--- src/rtl/mem_stage.sv ---
// Memory pipeline stage: issues BRAM load/store for an executed instruction and
// registers the writeback result. Define MEM_ADDR_CHECK_EN to trap bad addresses.
module mem_stage #(
    parameter int INST_SIZE = 10,
    parameter int BRAM_SIZE = 18
) (
    input  logic                 clk,
    input  logic                 rstn,
    input  logic                 in_valid,
    output logic                 in_ready,
    input  logic [INST_SIZE-1:0] pc,
    input  logic [4:0]           rd,
    input  logic                 wb_en,
    input  logic [31:0]          d,
    input  logic [31:0]          t,
    input  logic                 rea,
    input  logic                 wea,
    output logic                 mem_en,
    output logic                 mem_we,
    output logic [BRAM_SIZE-1:0] mem_addr,
    output logic [31:0]          mem_din,
    input  logic [31:0]          mem_dout,
    output logic                 out_valid,
    input  logic                 out_ready,
    output logic [INST_SIZE-1:0] out_pc,
    output logic [4:0]           out_rd,
    output logic                 out_wb_en,
    output logic [31:0]          out_data,
    output logic                 addr_err
);

    typedef enum logic [1:0] {IDLE, RD1, RD2} state_t;

    state_t               state;
    logic                 accept;
    logic                 addr_bad;
    logic                 err_q;
    logic [INST_SIZE-1:0] pend_pc;
    logic [4:0]           pend_rd;
    logic                 pend_wb;

    assign in_ready = (state == IDLE) && (!out_valid || out_ready);
    assign accept   = in_valid && in_ready;
    assign addr_err = err_q;

`ifdef MEM_ADDR_CHECK_EN
    assign addr_bad = (rea || wea) &&
                      ((d[1:0] != 2'b00) || (d[31:BRAM_SIZE+2] != '0));
`else
    logic unused_addr_bits;
    assign unused_addr_bits = &{1'b0, d[1:0], d[31:BRAM_SIZE+2]};
    assign addr_bad = 1'b0;
`endif

    always_ff @(posedge clk or negedge rstn) begin
        if (!rstn) begin
            state     <= IDLE;
            mem_en    <= 1'b0;
            mem_we    <= 1'b0;
            mem_addr  <= '0;
            mem_din   <= '0;
            out_valid <= 1'b0;
            out_pc    <= '0;
            out_rd    <= '0;
            out_wb_en <= 1'b0;
            out_data  <= '0;
            err_q     <= 1'b0;
            pend_pc   <= '0;
            pend_rd   <= '0;
            pend_wb   <= 1'b0;
        end else begin
            mem_en <= 1'b0;
            mem_we <= 1'b0;
            if (out_ready)
                out_valid <= 1'b0;
            case (state)
                IDLE: begin
                    if (accept) begin
                        mem_addr <= d[BRAM_SIZE+1:2];
                        mem_din  <= t;
                        // rea wins over wea: a combined request is a plain load
                        if (rea && !addr_bad) begin
                            state   <= RD1;
                            mem_en  <= 1'b1;
                            pend_pc <= pc;
                            pend_rd <= rd;
                            pend_wb <= wb_en;
                        end else begin
                            out_valid <= 1'b1;
                            out_pc    <= pc;
                            out_rd    <= rd;
                            out_wb_en <= wb_en && !addr_bad;
                            out_data  <= addr_bad ? 32'd0 : d;
                            err_q     <= addr_bad;
                            if (wea && !addr_bad) begin
                                mem_en <= 1'b1;
                                mem_we <= 1'b1;
                            end
                        end
                    end
                end
                RD1: state <= RD2;
                RD2: begin
                    // read data is valid in the cycle after the enable
                    state     <= IDLE;
                    out_valid <= 1'b1;
                    out_pc    <= pend_pc;
                    out_rd    <= pend_rd;
                    out_wb_en <= pend_wb;
                    out_data  <= mem_dout;
                    err_q     <= 1'b0;
                end
                default: state <= IDLE;
            endcase
        end
    end

endmodule
--- config.mk ---
export PLATFORM = sky130hd
export DESIGN_NAME = mem_stage
export DESIGN_NICKNAME = d
export VERILOG_FILES = /design/src/rtl/mem_stage.sv
export SDC_FILE = /design/constraint.sdc
export NUM_CORES = 1
export LEC_CHECK = 0
export BUFFER_PORTS_ARGS = -buffer_cell sky130_fd_sc_hd__buf_2
export CORE_ASPECT_RATIO = 1.25
export CORE_MARGIN = 4
export CORE_UTILIZATION = 49
export DETAILED_ROUTE_END_ITERATION = 7
export PLACE_DENSITY = 0.81
export SKIP_LAST_GASP = 1
export SLEW_MARGIN = 5
export SYNTH_ARGS = -nofsm -noshare
export SYNTH_HDL_FRONTEND = slang
export SYNTH_SLANG_ARGS = --single-unit
--- constraint.sdc ---
create_clock -name clk -period 1.95 [get_ports clk]
set_clock_uncertainty 0.2 [all_clocks]
set_input_delay 0 -clock clk [delete_from_list [all_inputs] [get_ports clk]]
set_output_delay 0 -clock clk [all_outputs]
set_load 0.01 [all_outputs]
==> results of run 1 <==
layout by cell type, fill, tap and decap left out, types with 4 or more instances in the layout:
master         synthesis  layout
nand4_1               48      48
clkinvlp_4             0       4
clkinv_2               0       5
mux2_2                42      42
buf_2                 15     218
nand3_1               48      48
nor2b_4                0       4
buf_4                  1      18
dlygate4sd3_1          0     119
mux2_4                 9       9
nor2b_1               52      49
a22oi_1               48      48
clkbuf_16              0      17
buf_12                 1       4
dfrtp_1              119     117
o21ai_1                5       5
o21ai_0               44      44
mux2_1                15      15
timing repair:
item | CTS | global route
pin swaps | 0 | 0
endpoints found under the hold margin | 236 | 0
gates cloned | 1 | 1
buffers inserted | 0 | 3
gates resized for setup | 0 | 2
hold buffers | 120 | 0
setup endpoints to repair | 1 | 27
final cells by class:
| type | count | area [µm²] | share of cell area, % |
|---|---|---|---|
| well taps | 135 | 169 | 1.96 |
| multi-input cells | 325 | 2380 | 27.6 |
| flip-flops and latches | 119 | 2980 | 34.5 |
| clock buffers | 19 | 443 | 5.13 |
| repair buffers | 360 | 2510 | 29.0 |
| diodes | 1 | 2.50 | 0.0290 |
| clock inverters | 13 | 154 | 1.78 |
power by group through the flow:
stage          Sequential, mW  Clock (mW)  Combinational (mW)
2_1_floorplan            3.93           0                1.22
3_3_place_gp             3.65           0                2.58
3_5_place_dp             3.70           0                2.66
4_1_cts                  3.67        3.19                2.88
5_1_grt                  3.79        3.33                3.24
6_report                 3.72        3.17                3.00
cell families after synthesis:
logic type             after synthesis  share of synthesized area (%)
AO/OA/AOI/OAI                       98                           11.0
multiplexers                        66                           14.0
buffers and inverters               51                           4.54
other                                1                         0.0674
flip-flops                         119                           53.5
AND/OR/NAND/NOR                    158                           16.9
worst max-delay path: stages, from the launching register on:
cell	delay (ps)
dfrtp_2	410
nor2_4	160
nand3_2	120
buf_12	190
nor2_1	130
dlygate4sd3_1	560
how the worst min path moves through the flow:
stage               from           end  slack, ps  cells after the start
finish              rstn  mem_addr[15]          8                      3
floorplan           rstn   mem_addr[0]       -500                      0
detailed placement  rstn  mem_addr[15]       -210                      1
CTS                 rstn  mem_addr[15]         10                      3
global route        rstn  out_data[19]          1                      3
global placement    rstn  mem_addr[15]       -220                      1
state kept, by name, summed over array words and instances, names as in the netlist, 2 cells and up:
name and flops:
out_rd 5, mem_din 32, out_pc 10, out_data 32
mem_addr 18, state 2, pend_rd 5, pend_pc 10
per-layer routing:
metal	vias up	wire length [µm]	global-route usage [%]	share of wire, %
met5	-	0	0	0
met4	0	1000	16.8	4.9
met3	100	2140	8.03	10
met2	448	10600	52.0	51
met1	2846	6920	34.8	34
li1	2491	-	-	-
==> metrics.yaml, run 1 <==
routed_via_density: 6.05
grt_pass1_wl_mm: 31.0
cts_sinks: 119
rsz0062_at_grt: "false"
synth.distinct_cells: 26
num-fill-cells: 629
dp_cells: 814
ir_drop_v: 0.000596
fmax_ghz: 0.539
synth_top_area_share_pct: 53.5
swShare_pct: 32.4
cts_tree: "done"
dpl_cell_area_um2: 6780
synth_common_cells: "dfrtp_1 (119), nor2b_1 (52), a22oi_1 (48), nand3_1 (48), nand4_1 (48)"
hold_class: "in -> async"
reg2reg_slack_ps: 100
crit_arrival_ps: 1990
finalNonFillerCells: 972
seqPwrFrac_pct: 37.6
portBuffers: 219
yosys.area.top_type: "dfrtp_1"
hpwl_mm: 11.1
track_usage_pct: 30.7
rows: 43
crit_fanout: 32
pin_count: 221
ant_nets: 0
synth_nets: 611
wl_per_cell_um: 21.2
hold_viol: 0
clockBufferDepth: 2
setup_tns_ps: 0
slew_viol_final: 0
synth-edff-count: 0
power.net_switching_mw: 3.20
grt_max_degree: 42
ys_top_cells_by_area: "dfrtp_1 (54%), mux2_2 (8.5%), a22oi_1 (6.5%)"
p_int_mw: 6.69
maxCapViolCount: 0
endpoint: "mem_en"
place_ws_ps: 81.5
synth-seq-cells: 119
die_width_um: 103
drtPass1Iterations: 5
wl_mm: 20.6
htreeDepth: 4
fin_crit_sh_pct: 95.1
die_y_um: 127
slew_headroom_pct: 45.1
drive_above_1_share_pct: 40.1
layout_min_cycle_time_ps: 1850
syn_avg_cell_area_um2: 11.3
insertion_delay_ps: 400
start_kind: "register"
yosys_warnings: 0
endpoint_kind: "register"
setup_violations: 0
synth_flop_cell: "dfrtp_1"
nets: 941
pwr-share-clk_pct: 32.0
cts-root-buf: "clkbuf_16"
synth_most_common_cell: "dfrtp_1"
grt-ovfl-total: 0
synth_cells: 493
drc_errors: 0
r2r_start: "state[1]"
comb_power_share_pct: 30.4
grt_pass1_vias: 6045
antenna_found_initial: 0
initial_core_util_pct: 50.2
totalPowerFinal_mw: 9.89
coreArea_um2: 11100
required_ps: 2080
gp_congestion: 0.895
outcome: "completed"
tightest_slew_ps: 819
seq_area_frac_synth_pct: 53.5
die_area_um2: 13100
drt_iter0_drc: 488
reg2reg_depth: 5
numCtsBuffers: 17
synthArstFlopShare_pct: 100
fin_ws_ps: 95.6
holdWs_ps: 7.56
vias: 5885
critPathKind: "reg -> reg"
final_util_pct: 77.9
r2r-end: "mem_en"
clk_pin_slew_ps: 60
syn_area_um2: 5560
stdcell_area_um2: 8640
p_leak_nw: 4.03
syn_to_final_growth_pct: 55.3
powerDensity_nw_per_um2: 1150
cp-startpoint: "state[1]"
Note: power is estimated with default switching activity, not from simulation.
==> run 2, diff against run 1 <==
==> constraint.sdc (replaced) <==
create_clock -name clk -period 1.95 [get_ports clk]
set_clock_uncertainty 0.2 [all_clocks]
set_input_delay 0.195 -clock clk [delete_from_list [all_inputs] [get_ports clk]]
set_output_delay 0.195 -clock clk [all_outputs]
set_load 0.01 [all_outputs]
==> run 2 against run 1 <==
- final cell count is 0.62% lower
- register-to-register slack worse by 20 ps
- combinational power hardly changed
- clock power is 10% higher
- die area stayed put
- largest power group unchanged
==> metrics.yaml, run 2 (synthesis gave the netlist of run 1 again) <==
grt-ovfl-total: 0  # unchanged
pin_count: 221  # unchanged
hold_class: "in -> reg"  # was in -> async
final_common_cell: "buf_2"  # unchanged
rows: 43  # unchanged
nets: 935  # was 941
die_width_um: 103  # unchanged
power.net_switching_mw: 3.21  # was 3.20 mW
layout_common_cells: "buf_2 (218), dlygate4sd3_1 (117), dfrtp_1 (117)"  # was buf_2 (218), dlygate4sd3_1 (119), dfrtp_1 (117)
grt_pass1_wl_mm: 32.2  # was 31.0 mm
outcome: "completed"  # unchanged
antenna_found_initial: 0  # unchanged
reg_top3: "mem_din: 32 flops, out_data: 32 flops, mem_addr: 18 flops"  # unchanged
crit_fanout: 22  # was 32
drive_above_1_share_pct: 40.0  # was 40.1%
dpl_cell_area_um2: 6800  # was 6780 µm²
clockBufferDepth: 2  # unchanged
slew_viol_final: 0  # unchanged
hpwl_mm: 11.0  # was 11.1 mm
tightest_slew_ps: 720  # was 819 ps
slew_headroom_pct: 51.8  # was 45.1%
initial_core_util_pct: 50.2  # unchanged
numCtsBuffers: 17  # unchanged
coreArea_um2: 11100  # unchanged
portBuffers: 219  # unchanged
dp_cells: 813  # was 814
drtPass1Iterations: 6  # was 5
track_usage_pct: 32.1  # was 30.7%
cts_tree: "done"  # unchanged
die_area_um2: 13100  # unchanged
drc_errors: 0  # unchanged
cp_num_buf_inv: 2  # unchanged
drt_iter0_drc: 461  # was 488
cts_sinks: 119  # unchanged
comb_power_share_pct: 29.5  # was 30.4%
fmax_ghz: 0.531  # was 0.539 GHz
grt_pass1_vias: 6190  # was 6,045
setup_violations: 0  # unchanged
clk_pin_slew_ps: 50  # was 60 ps
cpMaxStageDelayCell: "dfrtp_2"  # was dlygate4sd3_1
maxCapViolCount: 0  # unchanged
final_util_pct: 78.2  # was 77.9%
routed_via_density: 6.06  # was 6.05
swShare_pct: 31.4  # was 32.4%
required_ps: 1550  # was 2080 ps
grt_max_degree: 71  # was 42
die_y_um: 127  # unchanged
start_kind: "register"  # unchanged
crit_chain: "buf_4 -> nor3_1 -> buf_2"  # was nor2_4 -> nand3_2 -> buf_12 -> nor2_1 -> dlygate4sd3_1
vias: 5856  # was 5,885
seqPwrFrac_pct: 36.4  # was 37.6%
gp_congestion: 0.874  # was 0.895
ir_drop_v: 0.000735  # was 0.000596 V
powerDensity_nw_per_um2: 1180  # was 1150 nW/µm²
layout_min_cycle_time_ps: 1880  # was 1850 ps
syn_to_final_growth_pct: 55.7  # was 55.3%
crit_arrival_ps: 1490  # was 1990 ps
wl_per_cell_um: 21.6  # was 21.2 µm
rsz0062_at_grt: "false"  # unchanged
cts-root-buf: "clkbuf_16"  # unchanged
p_leak_nw: 4.04  # was 4.03 nW
critPathKind: "reg -> out"  # was reg -> reg
wl_mm: 20.9  # was 20.6 mm
endpoint_kind: "output port"  # was register
ant_nets: 0  # unchanged
p_int_mw: 7.01  # was 6.69 mW
num-fill-cells: 638  # was 629
htreeDepth: 4  # unchanged
hold_viol: 0  # unchanged
holdWs_ps: 60.9  # was 7.56 ps
finalNonFillerCells: 966  # was 972
pwr-share-clk_pct: 34.1  # was 32.0%
cpPeakStageDelay_ps: 410  # was 560 ps
fin_crit_sh_pct: 96.6  # was 95.1%
path_delay_family: "flip-flops"  # was buffers and inverters
stdcell_area_um2: 8660  # was 8640 µm²
insertion_delay_ps: 410  # was 400 ps
[run 2: cell count changes in the layout (fill, tap and decap cells not counted), moves of 2 or more]
cell	delta
clkinv_2	-2
dlygate4sd3_1	-2
clkbuf_8	+2
bufinv_16	+2
clkinv_4	+2
buf_4	-4
clkinvlp_4	-2
[run 2: final cells by class]
cell class              count  area [µm²]  share of cell area [%]
clock buffers              20         467                    5.39
clock inverters            12         198                    2.28
multi-input cells         325        2380                    27.5
well taps                 135         169                    1.95
repair buffers            354        2470                    28.5
diodes                      1        2.50                  0.0289
flip-flops and latches    119        2980                    34.4
[run 2: timing repair]
item | in CTS | in global routing
gates cloned | 2 | 0
pin swaps | 0 | 0
setup endpoints to repair | 1 | 24
buffers inserted | 1 | 0
hold buffers | 117 | 0
resized for setup | 0 | 1
hold endpoints to repair | 235 | 0
[run 2: final timing paths]
kind | start | to | slack [ps] | depth (start not counted)
worst max-delay path | state[1] | in_ready | 70 | 3
min in group asynchronous | rstn | mem_addr[16] | 130 | 3
worst min register to register | mem_din[2] | mem_din[2] | 290 | 1
worst min-delay path | in_valid | state[0] | 60 | 2
worst max register to register | state[1] | out_data[31] | 80 | 5
max in group asynchronous | rstn | out_data[22] | 810 | 3
[run 2: metrics by stage]
| step | power (mW) | setup TNS, ps | worst slack, ps |
|---|---|---|---|
| 5_1_grt | 10.7 | 0 | 15.0 |
| 4_1_cts | 10.1 | 0 | 15.3 |
| 3_5_place_dp | 6.38 | -21.1 | -21.1 |
| 6_report | 10.2 | 0 | 66.8 |
| 3_3_place_gp | 6.24 | 0 | 12.7 |
| 2_1_floorplan | 5.15 | 0 | 229 |
[run 2: per-layer routing]
metal	wire, µm	track usage (%)	part of all wire [%]
met5	0	0	0
met4	1040	17.8	5.0
met3	2140	7.86	10
met2	10600	53.9	51
met1	7050	37.0	34
[run 2: power groups by stage]
stage | clock (mW) | combinational, mW | sequential (mW)
final | 3.49 | 3.02 | 3.72
after global routing | 3.64 | 3.25 | 3.79
after CTS | 3.52 | 2.90 | 3.67
after detailed placement | 0 | 2.68 | 3.70
after global placement | 0 | 2.60 | 3.64
after floorplan | 0 | 1.22 | 3.93
